--- src/rtl/if_fetch_unit_pkg.sv ---
// if_fetch_unit_pkg: shared pipeline widths, PC step, flush word and fetch FSM states
package if_fetch_unit_pkg;
  localparam int INSTR_W = 32;
  localparam int ADDR_W = 32;
  localparam logic [ADDR_W-1:0] PC_INC = 32'd4;
  localparam logic [INSTR_W-1:0] FLUSH_INSTR_DEF = 32'd0;
  typedef enum logic {BOOT, RUN} fetch_state_e;
endpackage

--- src/rtl/if_fetch_unit_if_id_reg.sv ---
// if_id_reg: IF/ID pipeline register with hold (freeze) and bubble-insert (flush)
module if_id_reg
  import if_fetch_unit_pkg::*;
#(
  parameter logic [INSTR_W-1:0] FLUSH_INSTR = FLUSH_INSTR_DEF
) (
  input  logic               clk,
  input  logic               rst,
  input  logic               freeze,
  input  logic               flush,
  input  logic [ADDR_W-1:0]  pc_in,
  input  logic [INSTR_W-1:0] instr_in,
  output logic [ADDR_W-1:0]  pc,
  output logic [INSTR_W-1:0] instr,
  output logic               valid
);
  // reset and flush both load a bubble; freeze holds; otherwise capture the fetch
  always_ff @(posedge clk)
    if (rst || flush) begin
      pc    <= '0;
      instr <= FLUSH_INSTR;
      valid <= 1'b0;
    end else if (!freeze) begin
      pc    <= pc_in;
      instr <= instr_in;
      valid <= 1'b1;
    end
endmodule

--- src/rtl/if_fetch_unit.sv ---
// if_fetch_unit: PC, next-PC selection, IF/ID capture, fetch statistics and boot FSM
module if_fetch_unit
  import if_fetch_unit_pkg::*;
#(
  parameter logic [ADDR_W-1:0]  RESET_PC    = 32'd0,
  parameter logic [INSTR_W-1:0] FLUSH_INSTR = FLUSH_INSTR_DEF
) (
  input  logic               clk,
  input  logic               rst,
  input  logic               freeze,
  input  logic               branch_taken,
  input  logic [ADDR_W-1:0]  branch_addr,
  input  logic [INSTR_W-1:0] imem_instr,
  output logic [ADDR_W-1:0]  imem_addr,
  output logic [ADDR_W-1:0]  if_id_pc,
  output logic [INSTR_W-1:0] if_id_instr,
  output logic               if_id_valid,
  output logic [31:0]        fetch_count,
  output logic [15:0]        flush_count,
  output logic               misalign_err
);
  fetch_state_e state, state_n;
  logic [ADDR_W-1:0] pc, pc_plus;
  logic reg_valid, advance;
  assign pc_plus   = pc + PC_INC;
  assign advance   = !branch_taken && !freeze;
  assign imem_addr = pc;
  // PC register: redirect beats freeze; the target is forced word-aligned
  always_ff @(posedge clk)
    if (rst) pc <= RESET_PC;
    else if (branch_taken) pc <= {branch_addr[ADDR_W-1:2], 2'b00};
    else if (!freeze) pc <= pc_plus;
  // saturating statistics and sticky misalignment flag
  always_ff @(posedge clk)
    if (rst) begin
      fetch_count  <= '0;
      flush_count  <= '0;
      misalign_err <= 1'b0;
    end else begin
      if (advance && fetch_count != '1) fetch_count <= fetch_count + 32'd1;
      if (branch_taken && flush_count != '1) flush_count <= flush_count + 16'd1;
      if (branch_taken && branch_addr[1:0] != 2'b00) misalign_err <= 1'b1;
    end
  // boot FSM state register
  always_ff @(posedge clk) state <= rst ? BOOT : state_n;
  // any non-reset edge leaves BOOT; only reset returns there
  always_comb state_n = (state == BOOT) ? RUN : state;
  assign if_id_valid = reg_valid && (state == RUN);
  if_id_reg #(.FLUSH_INSTR(FLUSH_INSTR)) u_if_id (
    .clk(clk), .rst(rst), .freeze(freeze), .flush(branch_taken),
    .pc_in(pc_plus), .instr_in(imem_instr),
    .pc(if_id_pc), .instr(if_id_instr), .valid(reg_valid)
  );
endmodule
--- config.mk ---
export PLATFORM = sky130hd
export DESIGN_NAME = if_fetch_unit
export DESIGN_NICKNAME = d
export VERILOG_FILES = /design/src/rtl/if_fetch_unit_pkg.sv /design/src/rtl/if_fetch_unit_if_id_reg.sv /design/src/rtl/if_fetch_unit.sv
export SDC_FILE = /design/constraint.sdc
export NUM_CORES = 1
export LEC_CHECK = 0
export ABC_AREA = 1
export CORE_MARGIN = 2
export CORE_UTILIZATION = 52
export CTS_CLUSTER_SIZE = 25
export DETAILED_ROUTE_END_ITERATION = 10
export GPL_TIMING_DRIVEN = 0
export PLACE_DENSITY = 0.87
export SLEW_MARGIN = 20
export SYNTH_ARGS = -nofsm -noshare
export SYNTH_HDL_FRONTEND = slang
export SYNTH_SLANG_ARGS = --single-unit
--- constraint.sdc ---
create_clock -name clk -period 3.06 [get_ports clk]
set_input_delay 0.612 -clock clk [delete_from_list [all_inputs] [get_ports clk]]
set_output_delay 0.612 -clock clk [all_outputs]
set_load 0.02 [all_outputs]
; ---- Yosys cells after proc, flatten, opt, wreduce, memory -nomap -nowiden
; Index checks and enable logic that the tools add are counted.
[word_totals]
ff_bits = 147
latchBits = 0
mem_bits_rw = 0
mem_bits_ro = 0
in_bits = 68
output_inout_bits = 146
elab_cells = 27
n_memories = 0
[classes]
addsub = 3
mul = 0
div = 0
order_cmp = 0
eq_ne = 3
shift = 0
muxes = 2
n_bitwise = 0
reduce_logical = 10
[op_table]
columns = op, count
row1 = 32-bit two-way mux, 2
row2 = "32-bit by 1-bit adder with 32-bit output, second input constant", 1
row3 = "32-bit by 3-bit adder with 32-bit output, second input constant", 1
row4 = "32-bit inequality test, second input constant", 1
row5 = "16-bit by 1-bit adder with 16-bit output, second input constant", 1
row6 = "16-bit inequality test, second input constant", 1
row7 = 1-bit logical AND, 5
row8 = 1-bit zero test, 2
row9 = "2-bit by 1-bit inequality test with 1-bit output, second input constant", 1
row10 = 2-bit nonzero test, 1
row11 = 2-bit OR reduction, 1
row12 = 1-bit logical OR, 1

; ---- Depth between registers and ports, before layout
; Gate-level depths: netlist (run 1).
[depth]
depth_word = 3
ltp_mapped = 11
depth_no_buf = 10

; ---- Cells and area by module
; Synthesis (run 1) repeated with hierarchy kept, for this count alone.
[unflattened]
hier_cells = 1290
hier_area_um2 = 7986.4
[modules_own_cells]
columns = mod, n_inst, cells_per_inst, area_each_um2, seq_area_each_um2
row1 = if_fetch_unit, 1, 881, 5327.6, 1601.5
row2 = if_id_reg, 1, 409, 2658.8, 1301.2

; ---- Least setup slack after synthesis (run 1)
; No wires, ideal clock.
[synth_timing]
kind = register to register
startpoint = register fetch_count[0]
endpoint = register fetch_count[10]
setup_ns = 0.143
arrival_ns = 1.759
required_ns = 2.917
path_slack_ns = 1.157
path_stages_with_launch = 12
path_buffers = 1
synth_period_minus_slack_ns = 1.903
path_cell_list = dfxtp_1 -> ha_1 -> inv_2 -> nor2_4 -> nand2_4 -> nor2_8 -> nand2_4 -> nand2_4 -> inv_2 -> buf_2 -> nand2_1 -> a21oi_2
[synth_between]
elab_chain_cells = 2
elab_cells_between_ends = 3
classes_between = 1 x add/sub / 1 x eq/ne / 1 x reduce/logical
[synth_lines]
columns = element, line_no
row1 = from (decl), if_fetch_unit.sv:18  ; output logic [31:0] fetch_count,
row2 = from (signal assigned), if_fetch_unit.sv:40  ; if (advance && fetch_count != '1) fetch_count <= fetch_count + 32'd1;
row3 = "parallel branches: the longest is 2 deep, another holds 32-bit by 1-bit adder with 32-bit output", n/a
; Several ways; the timed one is not identified.
; A chain may end at the register's enable or synchronous reset.

; ---- Worst setup path after layout (run 1)
[layout_timing]
startpoint = register pc[2], in the netlist imem_addr[2]
endpoint = register pc[16], in the netlist imem_addr[16]
[layout_between]
elab_chain_cells = 3
[layout_lines]
columns = element, line_no
row1 = from (decl), if_fetch_unit.sv:23  ; logic [ADDR_W-1:0] pc, pc_plus;
row2 = from (signal assigned), if_fetch_unit.sv:31  ; else if (branch_taken) pc <= {branch_addr[ADDR_W-1:2], 2'b00};
row3 = from (signal assigned), if_fetch_unit.sv:32  ; else if (!freeze) pc <= pc_plus;
row4 = 32-bit by 3-bit adder with 32-bit output, if_fetch_unit.sv:25  ; assign pc_plus = pc + PC_INC;
row5 = 32-bit two-way mux, if_fetch_unit.sv:32
row6 = 32-bit two-way mux, if_fetch_unit.sv:31
; No other way between the ends. The select of a mux whose other input is x is not followed.

==> results of run 1 <==
## worst max-delay path, delay by kind of cell (launching register included)
kind                     cells  cell delay [ns]
AND/OR/NAND/NOR              4             0.94
flip-flops                   1             0.55
adder cells (fa/ha/maj)      1             0.40
XOR/XNOR                     1             0.36
AO/OA/AOI/OAI                1             0.13
## worst paths after layout
path	to	slack, ns	depth (start not counted)
worst max-delay path	imem_addr[16]	0.61	7
worst min-delay path	misalign_err	0.45	2
worst max register to register	imem_addr[16]	0.61	7
worst min register to register	misalign_err	0.45	2
## placed cells by master, fill, tap and decap left out, drive strengths merged, types with 7 or more instances in the layout
cell type,synthesis,layout
xor2,21,21
a31oi,7,7
clkbuf,32,49
a21oi,97,97
buf,17,17
o21ai,55,55
dfxtp,143,143
nand4,14,14
nor2,183,183
nand3,50,50
nand2,434,434
inv,117,125
clkdlybuf4s50,0,207
xnor2,10,10
## per-stage QoR
| stage | total power [mW] | utilization, % | instances |
|---|---|---|---|
| floorplan | 2.30 | - | 1201 |
| global placement | 2.59 | 68.9 | 1592 |
| detailed placement | 2.59 | 68.9 | 1592 |
| CTS | 4.71 | 73.0 | 1624 |
| global route | 4.85 | 73.0 | 1625 |
| finish | 4.71 | 73.0 | 1625 |
## state kept, by name, summed over array words and instances (netlist names)
| name | count |
|---|---|
| u_if_id.pc | 30 |
| u_if_id.instr | 32 |
| misalign_err | 1 |
| imem_addr | 30 |
| u_if_id.valid | 1 |
| fetch_count | 32 |
| state | 1 |
| flush_count | 16 |
## power by group through the flow
stage	sequential [mW]	clock [mW]	combinational (mW)
floorplan	2.08	0	0.222
global placement	2.02	0	0.565
detailed placement	2.02	0	0.573
CTS	1.98	2.15	0.578
global route	1.99	2.23	0.624
finish	1.98	2.14	0.581
## area by class of cell
| type | instances | area [um^2] | share of cell area, % |
|---|---|---|---|
| inverter | 117 | 439 | 4.17 |
| tap | 184 | 230 | 2.19 |
| clock inverter | 15 | 173 | 1.64 |
| multi-input combinational | 892 | 4070 | 38.7 |
| clock buffer | 17 | 425 | 4.04 |
| antenna | 1 | 2.50 | 0.0238 |
| sequential | 143 | 2860 | 27.2 |
| buffer | 49 | 259 | 2.46 |
| timing repair buffer | 207 | 2070 | 19.7 |
## routing by layer
metal  GRT usage, %  vias up  routed length, um
met4           15.8        0               1240
met2           51.5      390              11700
met3           6.25       76               1960
li1               -     4217                  -
met1           39.3     3916              10200
met5              0        -                  0
## logic make-up after synthesis
group | after synthesis
xor gates and xnor gates | 31
buffers and inverters | 166
AOI/OAI and AO/OA | 166
other | 1
adders and majority gates | 3
and+or+nand+nor | 688
DFF | 143
==> impl_metrics.toml, run 1 <==
[status]
outcome = "finished clean"

[worst_setup_path]
crit_type = "flop to flop"
startpoint = "imem_addr[2]"
crit_required_ns = 3.42
crit_path_max_fanout = 7
worstPathArrival_ns = 2.82
crit_path_start_kind = "flop"
worst_setup_path_end_kind = "flop"
rr_startpoint = "imem_addr[2]"
cp_slowest_cell = "dfxtp_1"
crit_path_frequent_cell = "nand3_1"
cpPeakStageDelay_ns = 0.55
crit_chain = "ha_1, nand3_1, nor2_1, nand3_1, xor2_1, nand2_1, a21oi_1"

[timing]
fin_crit_sh_pct = 80.2
min_period_ns = 2.45
rsz0062_at_grt = "false"
fin_ws_ns = 0.606
maxSlewHeadroom_pct = 49.9
slew_violations = 0
tightest_slew_ns = 0.751
hold_violations = 0
timing.hold.ws_ns = 0.452
fin_skew_ns = 0.0142
setup_violations = 0
fmax_ghz = 0.408
setup_tns_ns = 0

[power_and_ir_drop]
switching_share_pct = 27.7
p_comb_share_pct = 12.3
power_switching_mw = 1.31
p_int_mw = 3.40
powerDensity_nw_per_um2 = 447
irDropWorstVdd_mv = 0.333
clkPwrFrac_pct = 45.5
leakage_nw = 4.12
pwr-share-seq_pct = 42.2

[route]
num_vias = 8599
first_iter_violations = 711
routed_wirelength_um = 25100
first_pass_iters = 7
routedWlPerCell_um = 15.5
route.detailed.drc = 0
via_per_inst = 5.29
ant_nets = 0

[synthesis]
synth_adder_area_share_pct = 0.492
synth-simple-area-share_pct = 36.9
yosysUniqueCellTypes = 29
synth-xor-area-share_pct = 3.56
synth_compound_gate_area_share_pct = 12.3
avgSynthCellArea_um2 = 6.36
synth_top_area_share_pct = 37.6
ys_ff_latch = 143
synth_top_family_by_area = "simple AND/OR/NAND/NOR gates"
yosysSeqAreaShare_pct = 37.6
synth.area.mux_share_pct = 0
synth.area.top_cells = "dfxtp_1, nand2_1, nor2_1, inv_1, a21oi_1"
synth_edf_count = 0
synth-main-ff-cell = "dfxtp_1"
synth_commonest_cells = "nand2_1, nor2_1, dfxtp_1"
yosysMostFrequentCell = "nand2_1"
yosysWarnings = 0
synth_async_sr_flop_share_pct = 0
synthesis.area_um2 = 7620
synthCells = 1198
yosysTopAreaCell = "dfxtp_1"

[global_route]
grtUsageTotal_pct = 31.3
antenna_found_initial = 1
first_global_vias = 7794
grt_max_degree = 17
grt_pass1_wl_um = 39900
grt_remaining_overflow = 0

[cts]
cts_tree = "built"
cts.sinks = 143
cts_made_buffers = 17
clkTransAtPathRegs_ns = 0.06
ctsRootBufferMaster = "clkbuf_16"
cts.htree.levels = 4
insertion_delay_ns = 0.44
cts.hold.buffers_added = 0
post_cts_resized = 0
clockBufferDepth = 2
postCtsSetupBuffers = 0

[layout]
layout-drive-gt1-share_pct = 6.53
nFillCells = 1155
final_area_um2 = 10500
syn2layout_area_growth_pct = 38.2
final_nets = 1498

[placed_design]
place_ws_ns = 0.329
portBuffers = 207
place_congestion = 1.02
placed_cell_area_um2 = 9940
hpwl_um = 18900

[die]
die_w_um = 125
ios = 214
core.rowCount = 44
start_util_pct = 52.8
die_area_um2 = 15600
core_um2 = 14400
die_h_um = 125

[run]
drv_cap = 0

[worst_hold_path]
hold_start = "misalign_err"
worstHoldPathType = "flop to flop"
Note: power is estimated with default switching activity, not from simulation.
==> run 2, diff against run 1 <==
Settings changed: CORE_UTILIZATION 52 to 44, PLACE_DENSITY 0.87 to 0.78.
Clock period 3.06 ns to 2 ns, I/O delays scaled along.
==> impl_metrics.toml, run 2 (synthesis gave the netlist of run 1 again) <==
[die]
die_area_um2 = 18400
ios = 214
die_w_um = 136
core_um2 = 17100
core.rowCount = 48
die_h_um = 136
start_util_pct = 44.5

[worst_setup_path]
cp_slowest_cell = "clkdlybuf4s50_1"
worstPathArrival_ns = 1.56
worst_setup_path_end_kind = "output port"
crit_required_ns = 1.60
startpoint = "fetch_count[26]"
rr_startpoint = "fetch_count[0]"
cpPeakStageDelay_ns = 0.66
path_delay_family = "buffers and inverters"
crit_path_start_kind = "flop"
worst-path-buf-inv = 1
crit_chain = "clkdlybuf4s50_1"
crit_path_max_fanout = 6
crit_type = "flop to output port"

[layout]
layout-drive-gt1-share_pct = 7.36
nFillCells = 1579
finish.utilization_pct = 62.2
syn2layout_area_growth_pct = 39.7
reg_top3 = "fetch_count: 32 flops, u_if_id.instr: 32 flops"
final_cell_mix = "nand2_1, clkdlybuf4s50_1, nor2_1"
final_nets = 1498
layoutNonFillerInstCount = 1667
final_common_cell = "nand2_1"

[global_route]
grt_remaining_overflow = 0
grt_most_used_layer = "met2"
grtUsageTotal_pct = 26.3
grt_util_met2_pct = 43.3
antenna_found_initial = 2
first_global_vias = 7581
met1_usage_pct = 34.5
grt_use_met3_pct = 4.15
grt_max_degree = 18
grt_pass1_wl_um = 38100

[cts]
cts.htree.levels = 4
cts.sinks = 143
cts_made_buffers = 17
insertion_delay_ns = 0.44
clkTransAtPathRegs_ns = 0.06
clockBufferDepth = 2
cts_tree = "built"
cts.hold.buffers_added = 0
ctsRootBufferMaster = "clkbuf_16"

[placed_design]
place_congestion = 0.958
hpwl_um = 19000
placed_cells = 1633
portBuffers = 207

[timing]
hold_violations = 0
rsz0062_at_grt = "true"
setup_tns_ns = 0
maxSlewHeadroom_pct = 50.4
fin_skew_ns = 0.00963
slew_violations = 0
fmax_ghz = 0.510
tightest_slew_ns = 0.744
fin_crit_sh_pct = 98.1
min_period_ns = 1.96
setup_violations = 0

[worst_hold_path]
worstHoldPathType = "primary input to flop"
hold_start = "rst"

[route]
first_pass_iters = 5
routedWlPerCell_um = 14.8
via_per_inst = 5.09
num_vias = 8489
first_iter_violations = 618
route.detailed.drc = 0
ant_nets = 0
routed_wirelength_um = 24700

[power_and_ir_drop]
powerDensity_nw_per_um2 = 660
irDropWorstVdd_mv = 0.631
leakage_nw = 4.29

[status]
outcome = "finished clean"

[run]
drv_cap = 0
==> run 2: timing repair <==
action	CTS	global route
endpoints found under the setup margin	39	56
resized for setup	8	20
setup buffers	0	1
cloned	0	0
==> run 2: metrics by stage <==
stage | setup WS (ns) | power, mW | cell area [um^2] | hold WS [ns]
detailed placement | -0.451 | 3.96 | 9990 | 0.445
global route | -0.0123 | 7.26 | 10600 | 0.328
finish | 0.0376 | 7.03 | 10600 | 0.319
floorplan | 0.0971 | 3.52 | 7630 | 0.455
CTS | 0.0109 | 7.06 | 10600 | 0.303
global placement | -0.412 | 3.96 | 9990 | 0.441
==> run 2: area by class of cell <==
class	instances	area, um^2	share of cell area [%]
Antenna cell	2	5.00	0.0470
Buffer	48	255	2.40
Clock buffer	17	425	4.00
Clock inverter	15	145	1.36
Inverter	117	443	4.16
Multi-Input combinational cell	892	4120	38.7
Sequential cell	143	2870	27.0
Tap cell	225	282	2.64
Timing Repair Buffer	208	2100	19.7
==> run 2: routing by layer <==
metal  vias up  routed length (um)
met1      3875               10700
met3        41                1800
met5         -                   0
li1       4209                   -
met4         0                 602
met2       364               11600
==> run 2: final timing paths <==
| check | end | slack, ns | cells past startpoint |
|---|---|---|---|
| worst max-delay path | fetch_count[26] | 0.04 | 1 |
| worst min-delay path | imem_addr[4] | 0.32 | 2 |
| worst max register to register | fetch_count[19] | 0.12 | 11 |
| worst min register to register | misalign_err | 0.45 | 2 |
==> run 2: power by group <==
group	switching, mW	internal, mW
Sequential	0.0961	2.94
Clock	1.46	1.65
Combinational	0.492	0.393
Total	2.04	4.98
==> run 3, diff against run 2 <==
Settings changed: CORE_UTILIZATION 44 to 45, PLACE_DENSITY 0.78 to 0.79, SYNTH_HIERARCHICAL set to 1.
==> impl_metrics.toml, run 3 <==
[cts]
cts.hold.buffers_added = 0
clkTransAtPathRegs_ns = 0.06
insertion_delay_ns = 0.43
ctsRootBufferMaster = "clkbuf_16"
cts.sinks = 145
cts_tree = "built"
clockBufferDepth = 2
cts.htree.levels = 4
cts_made_buffers = 17

[route]
first_iter_violations = 441
via_per_inst = 4.86
route.detailed.drc = 0
num_vias = 8589
routed_wirelength_um = 24900
wl_met1_um = 10400
ant_nets = 0
met2_length_um = 11900
routed.top_layer = "met5"
route.met3.wl_um = 2010
routedWlPerCell_um = 14.1
first_pass_iters = 5

[worst_setup_path]
cpPeakStageDelay_ns = 0.67
path_delay_family = "buffers and inverters"
startpoint = "flush_count[2]"
worst_setup_path_end_kind = "output port"
crit_type = "flop to output port"
cp_slowest_cell = "clkdlybuf4s50_1"
worst-path-buf-inv = 1
reg2regPathDepth = 9
critPathCapture = "flush_count[2]"
r2r_end = "flush_count[1]"
worstPathArrival_ns = 1.58
crit_required_ns = 1.60
cp.depth = 1
rr_startpoint = "flush_count[1]"
crit_path_max_fanout = 7
crit_chain = "clkdlybuf4s50_1"
r2r_slack_ns = 0.06
crit_path_start_kind = "flop"

[synthesis]
synth_edf_count = 0
yosysSeqAreaShare_pct = 36.3
synth_async_sr_flop_share_pct = 0
synth_top_area_share_pct = 36.3
synthesis.area_um2 = 7990
yosysUniqueCellTypes = 34
synth.area.top_cells = "dfxtp_1, nand2_1, nor2_1, inv_1, xor2_1"
yosysWarnings = 6
yosysMostFrequentCell = "nand2_1"
synth-simple-area-share_pct = 39.8
yosysTopAreaCell = "dfxtp_1"
synthCells = 1290
synth_commonest_cells = "nand2_1, nor2_1, inv_1"
avgSynthCellArea_um2 = 6.19
synth-main-ff-cell = "dfxtp_1"
synth.area.mux_share_pct = 0
synth_top_family_by_area = "simple AND/OR/NAND/NOR gates"
synth_compound_gate_area_share_pct = 7.85
synth_adder_area_share_pct = 0.470
ys_ff_latch = 145
synth-xor-area-share_pct = 4.28

[die]
core_um2 = 17300
core.rowCount = 48
ios = 214
die_w_um = 137
start_util_pct = 46.2
die_area_um2 = 18800
die_h_um = 137

[layout]
reg_top3 = "fetch_count: 32 flops, u_if_id/instr: 32 flops, u_if_id/pc: 32 flops"
final_nets = 1600
layoutNonFillerInstCount = 1768
final_common_cell = "nand2_1"
nFillCells = 1636
regArea_um2 = 2910
syn2layout_area_growth_pct = 39.3
layout-drive-gt1-share_pct = 8.11
multi_input_area_um2 = 4240
final_cell_mix = "nand2_1, nor2_1, clkdlybuf4s50_1"

[worst_hold_path]
worstHoldPathType = "flop to flop"

[timing]
tightest_slew_ns = 0.822
fin_ws_ns = 0.0169
fmax_ghz = 0.504
setup_violations = 0
hold_violations = 0
maxSlewHeadroom_pct = 45.2
slew_violations = 0
min_period_ns = 1.98
fin_crit_sh_pct = 99.2
fin_skew_ns = 0.00733

[power_and_ir_drop]
irDropWorstVdd_mv = 0.647
p_int_mw = 5.42
switching_share_pct = 26.6
leakage_nw = 4.49
p_comb_share_pct = 13.6
pwr-share-seq_pct = 41.7
powerDensity_nw_per_um2 = 664
clkPwrFrac_pct = 44.7
power_switching_mw = 1.97

[global_route]
grtUsageTotal_pct = 25.9
grt_remaining_overflow = 0
grt_pass1_wl_um = 38200
grt_max_degree = 17
first_global_vias = 7814
antenna_found_initial = 2

[status]
outcome = "finished clean"

[placed_design]
placed_cells = 1729
portBuffers = 211
place_congestion = 0.923
place_ws_ns = -0.384
hpwl_um = 19100

[run]
drv_cap = 0
[run 3: cell types whose count changed after synthesis, moves of 6 or more]
cell | before | now
and2_1 | 0 | 11
inv_1 | 113 | 156
buf_2 | 6 | 21
clkbuf_1 | 32 | 15
nand3_1 | 50 | 44
nand2_1 | 420 | 439
a21oi_1 | 77 | 39
nor2_1 | 173 | 259
o21ai_0 | 55 | 35
[run 3: cell type report]
class,count,share of cell area (%)
multi-input combinational,942,38.1
sequential,145,26.1
timing repair buffer,219,19.7
inverter,158,5.36
clock buffer,18,3.86
buffer,46,2.70
tap,225,2.53
clock inverter,14,1.62
antenna,1,0.0225
[run 3: stage by stage]
| stage | utilization [%] | hold slack (ns) | instance area [um^2] | TNS (ns) | total power [mW] |
|---|---|---|---|---|---|
| 4_1_cts | 63.6 | 0.461 | 11000 | -0.00151 | 7.43 |
| 3_5_place_dp | 60.1 | 0.450 | 10400 | -17.75 | 4.13 |
| 3_3_place_gp | 60.1 | 0.438 | 10400 | -15.13 | 4.12 |
| 6_report | 64.3 | 0.457 | 11100 | 0 | 7.39 |
| 5_1_grt | 64.3 | 0.490 | 11100 | -0.0971 | 7.65 |
| 2_1_floorplan | - | 0.441 | 8000 | 0 | 3.65 |
[run 3: what timing repair did]
item / 4_1_cts / 5_1_grt
gates resized for setup: 3 / 21
setup buffers: 0 / 8
pin swaps: 0 / 3
setup endpoints to repair: 40 / 52
[run 3: kinds of logic (layout without fill, tap and decap cells)]
kind of cell	after synthesis	in the layout
other	1	5
buffers and inverters	206	455
flip-flops	145	145
AND/OR/NAND/NOR	790	790
AO/OA/AOI/OAI	106	106
XOR/XNOR	39	39
adder cells (fa/ha/maj)	3	3
[run 3: worst min-delay path by stage]
stage,startpoint,to,slack [ns],cells after the start
6_report,misalign_err,misalign_err,0.46,2
2_1_floorplan,u_if_id/valid,u_if_id/valid,0.44,1
3_5_place_dp,misalign_err,misalign_err,0.45,2
3_3_place_gp,misalign_err,misalign_err,0.44,2
4_1_cts,misalign_err,misalign_err,0.46,2
5_1_grt,misalign_err,misalign_err,0.49,2
[run 3: routing by layer]
metal | vias up | global-route usage [%]
met5 | - | 0
met4 | 2 | 9.97
met3 | 36 | 6.88
met2 | 270 | 44.5
met1 | 3898 | 30.8
li1 | 4383 | -
[run 3: power groups by stage]
stage	Sequential [mW]	Combinational (mW)	Clock, mW
floorplan	3.24	0.411	0
global placement	3.14	0.975	0
detailed placement	3.15	0.987	0
CTS	3.08	0.994	3.35
global route	3.09	1.09	3.46
finish	3.08	1.00	3.30
